<file path="config.mk">
export PLATFORM = sky130hd
export DESIGN_NAME = pattern_generator_flat
export DESIGN_NICKNAME = d
export VERILOG_FILES = /design/src/rtl/pattern_generator_if.sv /design/src/rtl/pattern_generator.sv /design/src/flat_wrapper.sv
export SDC_FILE = /design/constraint.sdc
export NUM_CORES = 1
export LEC_CHECK = 0
export CORE_AREA = 5 5 83 85
export DETAILED_ROUTE_END_ITERATION = 10
export DIE_AREA = 0 0 88 90
export PLACE_DENSITY_LB_ADDON = 0.15
export REMOVE_ABC_BUFFERS = 1
export SLEW_MARGIN = 20
export SYNTH_ARGS = -nofsm -noshare
export SYNTH_HDL_FRONTEND = slang
export SYNTH_SLANG_ARGS = --single-unit
</file>
<file path="constraint.sdc">
create_clock -name clk -period 6.6 [get_ports clk]
set_input_delay 1.65 -clock clk [delete_from_list [all_inputs] [get_ports clk]]
set_output_delay 1.65 -clock clk [all_outputs]
set_load 0.05 [all_outputs]
</file>
<file path="src/rtl/pattern_generator_if.sv">
// Control/observation bundle between the pattern generator and its driver.
// pat_out/step/busy/done/sync are registered outputs; the rest are level inputs.
interface pattern_generator_if #(
    parameter int DIV_W = 8
);
    logic             wr_en;
    logic [2:0]       wr_addr;
    logic [3:0]       wr_data;
    logic [2:0]       length;
    logic [DIV_W-1:0] div;
    logic             loop;
    logic             start;
    logic             stop;
    logic [3:0]       pat_out;
    logic [2:0]       step;
    logic             busy;
    logic             done;
    logic             sync;

    modport master (
        output wr_en, wr_addr, wr_data, length, div, loop, start, stop,
        input  pat_out, step, busy, done, sync
    );

    modport slave (
        input  wr_en, wr_addr, wr_data, length, div, loop, start, stop,
        output pat_out, step, busy, done, sync
    );
endinterface

</file>
<file path="src/rtl/pattern_generator.sv">
// Step-memory playback source for logic-analyzer self-test; mem[0] appears 1 cycle after start.
// No backpressure: playback free-runs, stop aborts immediately, writes are dropped while running.
module pattern_generator #(
    parameter int DEPTH = 8,
    parameter int DIV_W = 8
) (
    input  logic          clk,
    input  logic          rst_n,
    pattern_generator_if.slave bus
);
    typedef enum logic {IDLE, RUN} state_t;

    state_t           state, state_n;
    logic [3:0]       mem [DEPTH];
    logic [3:0]       pat_q, pat_n;
    logic [2:0]       step_q, step_n, step_inc;
    logic [2:0]       len_q, len_n;
    logic [DIV_W-1:0] cnt_q, cnt_n, div_q, div_n;
    logic             loop_q, loop_n;
    logic             busy_q, busy_n, done_q, done_n, sync_q, sync_n;

    assign step_inc    = step_q + 3'd1;
    assign bus.pat_out = pat_q;
    assign bus.step    = step_q;
    assign bus.busy    = busy_q;
    assign bus.done    = done_q;
    assign bus.sync    = sync_q;

    always_ff @(posedge clk or negedge rst_n) begin
        if (!rst_n) begin
            for (int i = 0; i < DEPTH; i++) mem[i] <= 4'd0;
        end else if (bus.wr_en && state == IDLE) begin
            mem[bus.wr_addr] <= bus.wr_data;
        end
    end

    always_ff @(posedge clk or negedge rst_n) begin
        if (!rst_n) begin
            state  <= IDLE;
            pat_q  <= 4'd0;
            step_q <= 3'd0;
            len_q  <= 3'd0;
            cnt_q  <= '0;
            div_q  <= '0;
            loop_q <= 1'b0;
            busy_q <= 1'b0;
            done_q <= 1'b0;
            sync_q <= 1'b0;
        end else begin
            state  <= state_n;
            pat_q  <= pat_n;
            step_q <= step_n;
            len_q  <= len_n;
            cnt_q  <= cnt_n;
            div_q  <= div_n;
            loop_q <= loop_n;
            busy_q <= busy_n;
            done_q <= done_n;
            sync_q <= sync_n;
        end
    end

    always_comb begin
        state_n = state;
        pat_n   = pat_q;
        step_n  = step_q;
        len_n   = len_q;
        cnt_n   = cnt_q;
        div_n   = div_q;
        loop_n  = loop_q;
        busy_n  = busy_q;
        done_n  = 1'b0;
        sync_n  = 1'b0;
        case (state)
            IDLE: begin
                if (bus.start && !bus.stop) begin
                    state_n = RUN;
                    len_n   = bus.length;
                    div_n   = bus.div;
                    loop_n  = bus.loop;
                    cnt_n   = bus.div;
                    step_n  = 3'd0;
                    busy_n  = 1'b1;
                    sync_n  = 1'b1;
                    // A same-cycle write to entry 0 must be visible on the very first step.
                    pat_n   = (bus.wr_en && bus.wr_addr == 3'd0) ? bus.wr_data : mem[0];
                end
            end
            RUN: begin
                if (bus.stop) begin
                    state_n = IDLE;
                    busy_n  = 1'b0;
                    pat_n   = 4'd0;
                    step_n  = 3'd0;
                end else if (cnt_q != '0) begin
                    cnt_n = cnt_q - 1'b1;
                end else if (step_q < len_q) begin
                    step_n = step_inc;
                    pat_n  = mem[step_inc];
                    cnt_n  = div_q;
                end else if (loop_q) begin
                    step_n = 3'd0;
                    pat_n  = mem[0];
                    sync_n = 1'b1;
                    cnt_n  = div_q;
                end else begin
                    state_n = IDLE;
                    busy_n  = 1'b0;
                    done_n  = 1'b1;
                end
            end
            default: state_n = IDLE;
        endcase
    end
endmodule

</file>
<file path="src/flat_wrapper.sv">
// flat-port wrapper written by rule: the top's interface ports become plain ports
module pattern_generator_flat 
#(
    parameter int DEPTH = 8,
    parameter int DIV_W = 8
)
  (clk, rst_n, bus_wr_en, bus_wr_addr, bus_wr_data, bus_length, bus_div, bus_loop, bus_start, bus_stop, bus_pat_out, bus_step, bus_busy, bus_done, bus_sync);
  pattern_generator_if #(.DIV_W(DIV_W)) bus_i ();
  input  logic clk;
  input  logic rst_n;
  input wire logic [$bits(bus_i.wr_en)-1:0] bus_wr_en;
  input wire logic [$bits(bus_i.wr_addr)-1:0] bus_wr_addr;
  input wire logic [$bits(bus_i.wr_data)-1:0] bus_wr_data;
  input wire logic [$bits(bus_i.length)-1:0] bus_length;
  input wire logic [$bits(bus_i.div)-1:0] bus_div;
  input wire logic [$bits(bus_i.loop)-1:0] bus_loop;
  input wire logic [$bits(bus_i.start)-1:0] bus_start;
  input wire logic [$bits(bus_i.stop)-1:0] bus_stop;
  output wire logic [$bits(bus_i.pat_out)-1:0] bus_pat_out;
  output wire logic [$bits(bus_i.step)-1:0] bus_step;
  output wire logic [$bits(bus_i.busy)-1:0] bus_busy;
  output wire logic [$bits(bus_i.done)-1:0] bus_done;
  output wire logic [$bits(bus_i.sync)-1:0] bus_sync;
  assign bus_i.wr_en = bus_wr_en;
  assign bus_i.wr_addr = bus_wr_addr;
  assign bus_i.wr_data = bus_wr_data;
  assign bus_i.length = bus_length;
  assign bus_i.div = bus_div;
  assign bus_i.loop = bus_loop;
  assign bus_i.start = bus_start;
  assign bus_i.stop = bus_stop;
  assign bus_pat_out = bus_i.pat_out;
  assign bus_step = bus_i.step;
  assign bus_busy = bus_i.busy;
  assign bus_done = bus_i.done;
  assign bus_sync = bus_i.sync;
  pattern_generator #(.DEPTH(DEPTH), .DIV_W(DIV_W)) u_core (.clk(clk), .rst_n(rst_n), .bus(bus_i));
endmodule
</file>
* After elaboration in Yosys (flattened, before gate mapping)
Index checks and enable logic that the tools add are counted.
** Word-level totals
- Register bits after elaboration :: 63
- Output and inout port bits :: 10
** Cells by class
- Add/subtract/negate cells :: 2
- Magnitude comparators :: 4
- Eq/ne operators :: 7
- Multiplexer cells :: 46
- Bitwise logic cells :: 3
- Reduce and logical (&&, ||, !) cells :: 11
** Operators with widths (number)
- 2-to-1 mux 8 bit :: 5
- 2-to-1 mux 4 bit :: 9
- bitwise mux 32 bit :: 1
- 2-to-1 mux 1 bit :: 18
- case mux 8 bit (2 select lines) :: 1
- 2-to-1 mux 3 bit :: 5
- binary-select mux 4 bit (select 3 bit) :: 1
- demux 4 bit (select 3 bit) :: 1
- inequality test 3 bit, second input constant :: 3
- greater-or-equal comparator 4 bit, second input constant :: 2
- inequality test 4 bit, second input constant :: 2
- inverter 3 -> 4 bit :: 2
- case mux 4 bit (2 select lines) :: 1
- nonzero test 8 bit :: 1
- subtractor 8 x 1 -> 8 bit, second input constant :: 1
- case mux 1 bit (2 select lines) :: 3
- case mux 3 bit (2 select lines) :: 1
- AND reduction 3 bit :: 2
- logical AND 1 bit :: 4
- less-than comparator 4 x 1 -> 1 bit, second input constant :: 1
- inequality test 2 bit, second input constant :: 2
- AND reduction 4 bit :: 1
- adder 3 x 1 -> 3 bit, second input constant :: 1
- zero test 3 bit :: 1
- other kinds (4) :: 4

* Longest topological paths before layout
- Depth after elaboration :: 9
- Gate-level depth with buffers :: 9
- Gate-level depth less buffers :: 8

* Least setup slack after synthesis
Ideal clock, no wire load.
- Kind :: input to register
- Start point :: input port bus_stop
- End point :: register u_core.div_q[0]
- Setup time :: 125 ps
- Arrival :: 2904 ps
- Setup slack :: 3571 ps
- Stages :: 4
- Cells stage by stage :: nand2b_1 nor2_1 clkbuf_1 mux2_2
** On the way
- Word-level cells in the longest chain between the ends :: 3
** RTL lines
- start, declared :: line flat_wrapper.sv:18 : input wire logic [$bits(bus_i.stop)-1:0] bus_stop;
- zero test 1 bit :: line pattern_generator.sv:76 : if (bus.start && !bus.stop) begin
- logical AND 1 bit :: line pattern_generator.sv:76
- AND reduction 2 bit (no source line)
- end signal, assigned :: line pattern_generator.sv:55 : div_q <= div_n;
- end, declared :: line pattern_generator.sv:18 : logic [DIV_W-1:0] cnt_q, cnt_n, div_q, div_n;
No other way between the ends.
A chain may end at the register's enable or synchronous reset.

* Worst setup path in the final report
- Start point :: register u_core.step_q[0], in the netlist u_core.bus.step[0]
- End point :: output port bus_step[0]
** RTL lines
- start, declared :: line pattern_generator.sv:16 : logic [2:0] step_q, step_n, step_inc;
- start signal, assigned :: line pattern_generator.sv:52 : step_q <= step_n;
- end, declared :: line flat_wrapper.sv:20 : output wire logic [$bits(bus_i.step)-1:0] bus_step;
No word-level cell between the ends.

==> summary.md <==
| Metric | Value |
|---|---|
| Status | `completed` |
| Std cell rows | `29` |
| Slew HR | `47.8%` |
| Critical Path Start Type | `flip-flop` |
| Routed WL per cell | `17.3 um` |
| Synthesis Warnings | `0` |
| Peak supply drop | `203 uV` |
| Share of cells above drive strength 1 | `24.4%` |
| Die height | `90 um` |
| Worst Tran Pin Value | `0.783 ns` |
| Design area | `3800 um2` |
| Post-synthesis mux area share | `23.4%` |
| Vias | `2257` |
| Gr ovfl total | `0` |
| Hold Fails Final Rpt | `0` |
| Largest family of logic cells by synthesized area | `multiplexers` |
| Worst reg2reg endpoint | `u_core.cnt_q[4]` |
| Synth Area in Adders | `1.97%` |
| Top_reg_cell synth | `dfrtp_1` |
| Worst reg2reg path depth | `8` |
| Clock latency on the worst-skew pair | `0.34 ns` |
| Initial antenna violation count | `0` |
| DRC viols | `0` |
| Nets | `331` |
| PwrDens | `344 nW/um2` |
| Drt pass-1 iters | `4` |
| CP max-delay cell | `clkdlybuf4s50_1` |
| CTS tree | `built` |
| Seq cells post-synth | `63` |
| Most frequent cells after synthesis | `dfrtp_1, mux2_2, o21ai_0` |
| Cells after Synth | `264` |
| Data required, critical path | `4.95 ns` |
| Worst Path Arrival | `2.01 ns` |
| Synthesized area | `3180 um2` |
| Largest net degree at the start of global routing | `64` |
| WP buf/inv | `1` |
| CP Capture Type | `primary output` |
| Hold Path Class | `flip-flop to flip-flop` |
| Register area share after synthesis | `49.6%` |
| Final WL | `6630 um` |
| CTS Hold Bufs | `0` |
| First-pass GRT wire length | `11400 um` |
| Compound-Gate Fraction of Synth Area | `12.8%` |
| Cell with the most instances after synthesis | `dfrtp_1` |
| Starting DRC count in detailed routing | `166` |
| DP Area | `3580 um2` |
| Syn_area_per_cell | `12.0 um2` |
| Met3 usage | `5.76%` |
| Final Cycle Share | `55.5%` |
| Simple-gate share of the synthesized area | `8.94%` |
| Final std cells w/o fill | `384` |
| GR met1 Demand/Resource | `25.6%` |
| Crit-path max FO | `13` |
| Crit path to | `bus_step[0]` |
| Global Route Usage Sum | `18.5%` |
| Die Area | `7920 um2` |
| Gpl congestion | `0.798` |
| Xor and xnor area share after synthesis | `0.827%` |
| CP Class | `flip-flop to primary output` |
| CP Depth | `1` |
| Area growth from synthesis to layout | `19.6%` |
| Dpl cells | `368` |
| CTS Sinks | `63` |
| Post-CTS setup buffers | `0` |
| Finish-stage setup viols | `0` |
| LEAKAGE | `1.57 nW` |
| CTS buffer count | `9` |
| Fin. max-slew vios | `0` |
| Top Ports | `34` |
| Gr busiest metal | `met2` |
| Worst r2r src | `u_core.cnt_q[0]` |
| Peak Freq | `273 MHz` |
| Core area | `6130 um2` |
| Critical path origin | `u_core.bus.step[0]` |
| Area fraction of the dominant cell type after synthesis | `49.6%` |
| Met2 Usage GRT | `27.6%` |
| Final Critical Period | `3.66 ns` |
| Die W | `88 um` |
| CTS clk-pin slew, worst paths | `0.07 ns` |
| Vias per inst | `5.88` |
| Post-synth EDFFs | `0` |
| Initial Utilization | `51.8%` |
| Clock tree buffer depth | `2` |
| Skew final | `0.00802 ns` |
| Max incr delay on CP | `0.92 ns` |
| Vias in the first global route | `2358` |
| CTS root buf | `clkbuf_8` |
| Detail Route Antenna Nets | `0` |
| H-tree depth | `3` |
| IO Port Bufs | `33` |
| TNS Setup | `0 ns` |
| RSZ-0062 raised after global routing | `no` |
| Post-CTS sizing | `0` |
| Fillers | `510` |
| Synth area leader | `dfrtp_1` |
| DP Wirelength | `4660 um` |
| FFs w/ async S/R, synth | `100%` |
| Top post-synthesis cells by area | `dfrtp_1, mux2_2, mux4_2, o21ai_0, mux2_1` |
| Unique masters post-synth | `42` |
| Crit-path cells | `clkdlybuf4s50_1` |
| R2r setup slk | `3.82 ns` |
| Max cap viols | `0` |
| Top delay family on crit path | `buffers and inverters` |
| ANT cells | `0` |
[sequential cells by signal, indices dropped and copies added, names as in the netlist]
register            cells
u_core.bus.pat_out      4
u_core.bus.sync         1
u_core.loop_q           1
u_core.mem             32
u_core.div_q            8
u_core.bus.step         3
u_core.bus.done         1
u_core.len_q            3
u_core.bus.busy         1
u_core.state            1
u_core.cnt_q            8
[cell families (layout without fill, tap and decap cells)]
| logic type | Yosys count | after routing |
|---|---|---|
| flip-flops | 63 | 63 |
| AO/OA/AOI/OAI | 62 | 62 |
| multiplexers | 58 | 58 |
| AND/OR/NAND/NOR | 54 | 54 |
| buffers and inverters | 19 | 62 |
| adder cells (fa/ha/maj) | 5 | 5 |
| XOR/XNOR | 3 | 3 |
[cell type report]
class | count | area (um2) | area share [%]
tap | 77 | 96.3 | 2.53
inverter | 10 | 37.5 | 0.987
sequential | 63 | 1580 | 41.5
clock inverter | 5 | 81.3 | 2.14
multi-input combinational | 182 | 1520 | 40.0
clock buffer | 11 | 141 | 3.72
timing repair buffer | 36 | 348 | 9.15
[metrics by stage]
step,hold WS (ns),util [%],setup WS (ns),total power [mW]
6_report,0.488,62.0,2.94,1.31
5_1_grt,0.522,62.0,2.81,1.39
4_1_cts,0.496,62.0,2.90,1.32
3_5_place_dp,0.482,58.4,3.14,0.941
3_3_place_gp,0.473,58.4,3.21,0.930
2_1_floorplan,0.473,-,3.22,0.822
[cell usage in the layout (no fill, tap or decap), types with 3 or more instances in the layout]
master and instances:
dfrtp_1 63, mux2_2 43, clkdlybuf4s50_1 32, o21ai_0 23
nand2_1 17, clkbuf_8 10, inv_1 9, o22ai_1 9
nor2_1 8, mux4_2 8, mux2_1 7, o21a_1 6
o31ai_1 6, nor3_1 5, ha_1 5, a21oi_1 4
nand2b_1 4, o2bb2ai_1 4, nor2b_1 3, and3_1 3
nor3b_1 3, buf_4 3
[metal layers]
layer	vias up	share of wire, %	wire (um)
li1	1068	-	-
met1	1129	47	3100
met2	48	47	3110
met3	12	4.9	323
met4	0	1.3	85
met5	-	0	0
[report_power, final]
part           internal, mW  switching (mW)
clock                 0.223           0.152
combinational         0.190           0.179
sequential            0.486          0.0782
[worst min-delay path by stage]
stage	cells past startpoint	to	slack, ns	startpoint
2_1_floorplan	1	u_core.len_q[0]	0.47	u_core.len_q[0]
3_3_place_gp	2	u_core.bus.pat_out[0]	0.47	u_core.bus.pat_out[0]
3_5_place_dp	2	u_core.bus.pat_out[0]	0.48	u_core.bus.pat_out[0]
4_1_cts	2	u_core.bus.pat_out[0]	0.50	u_core.bus.pat_out[0]
5_1_grt	2	u_core.bus.pat_out[3]	0.52	u_core.bus.pat_out[3]
6_report	2	u_core.bus.pat_out[0]	0.49	u_core.bus.pat_out[0]
No activity file was read; power rests on OpenSTA's default activity.
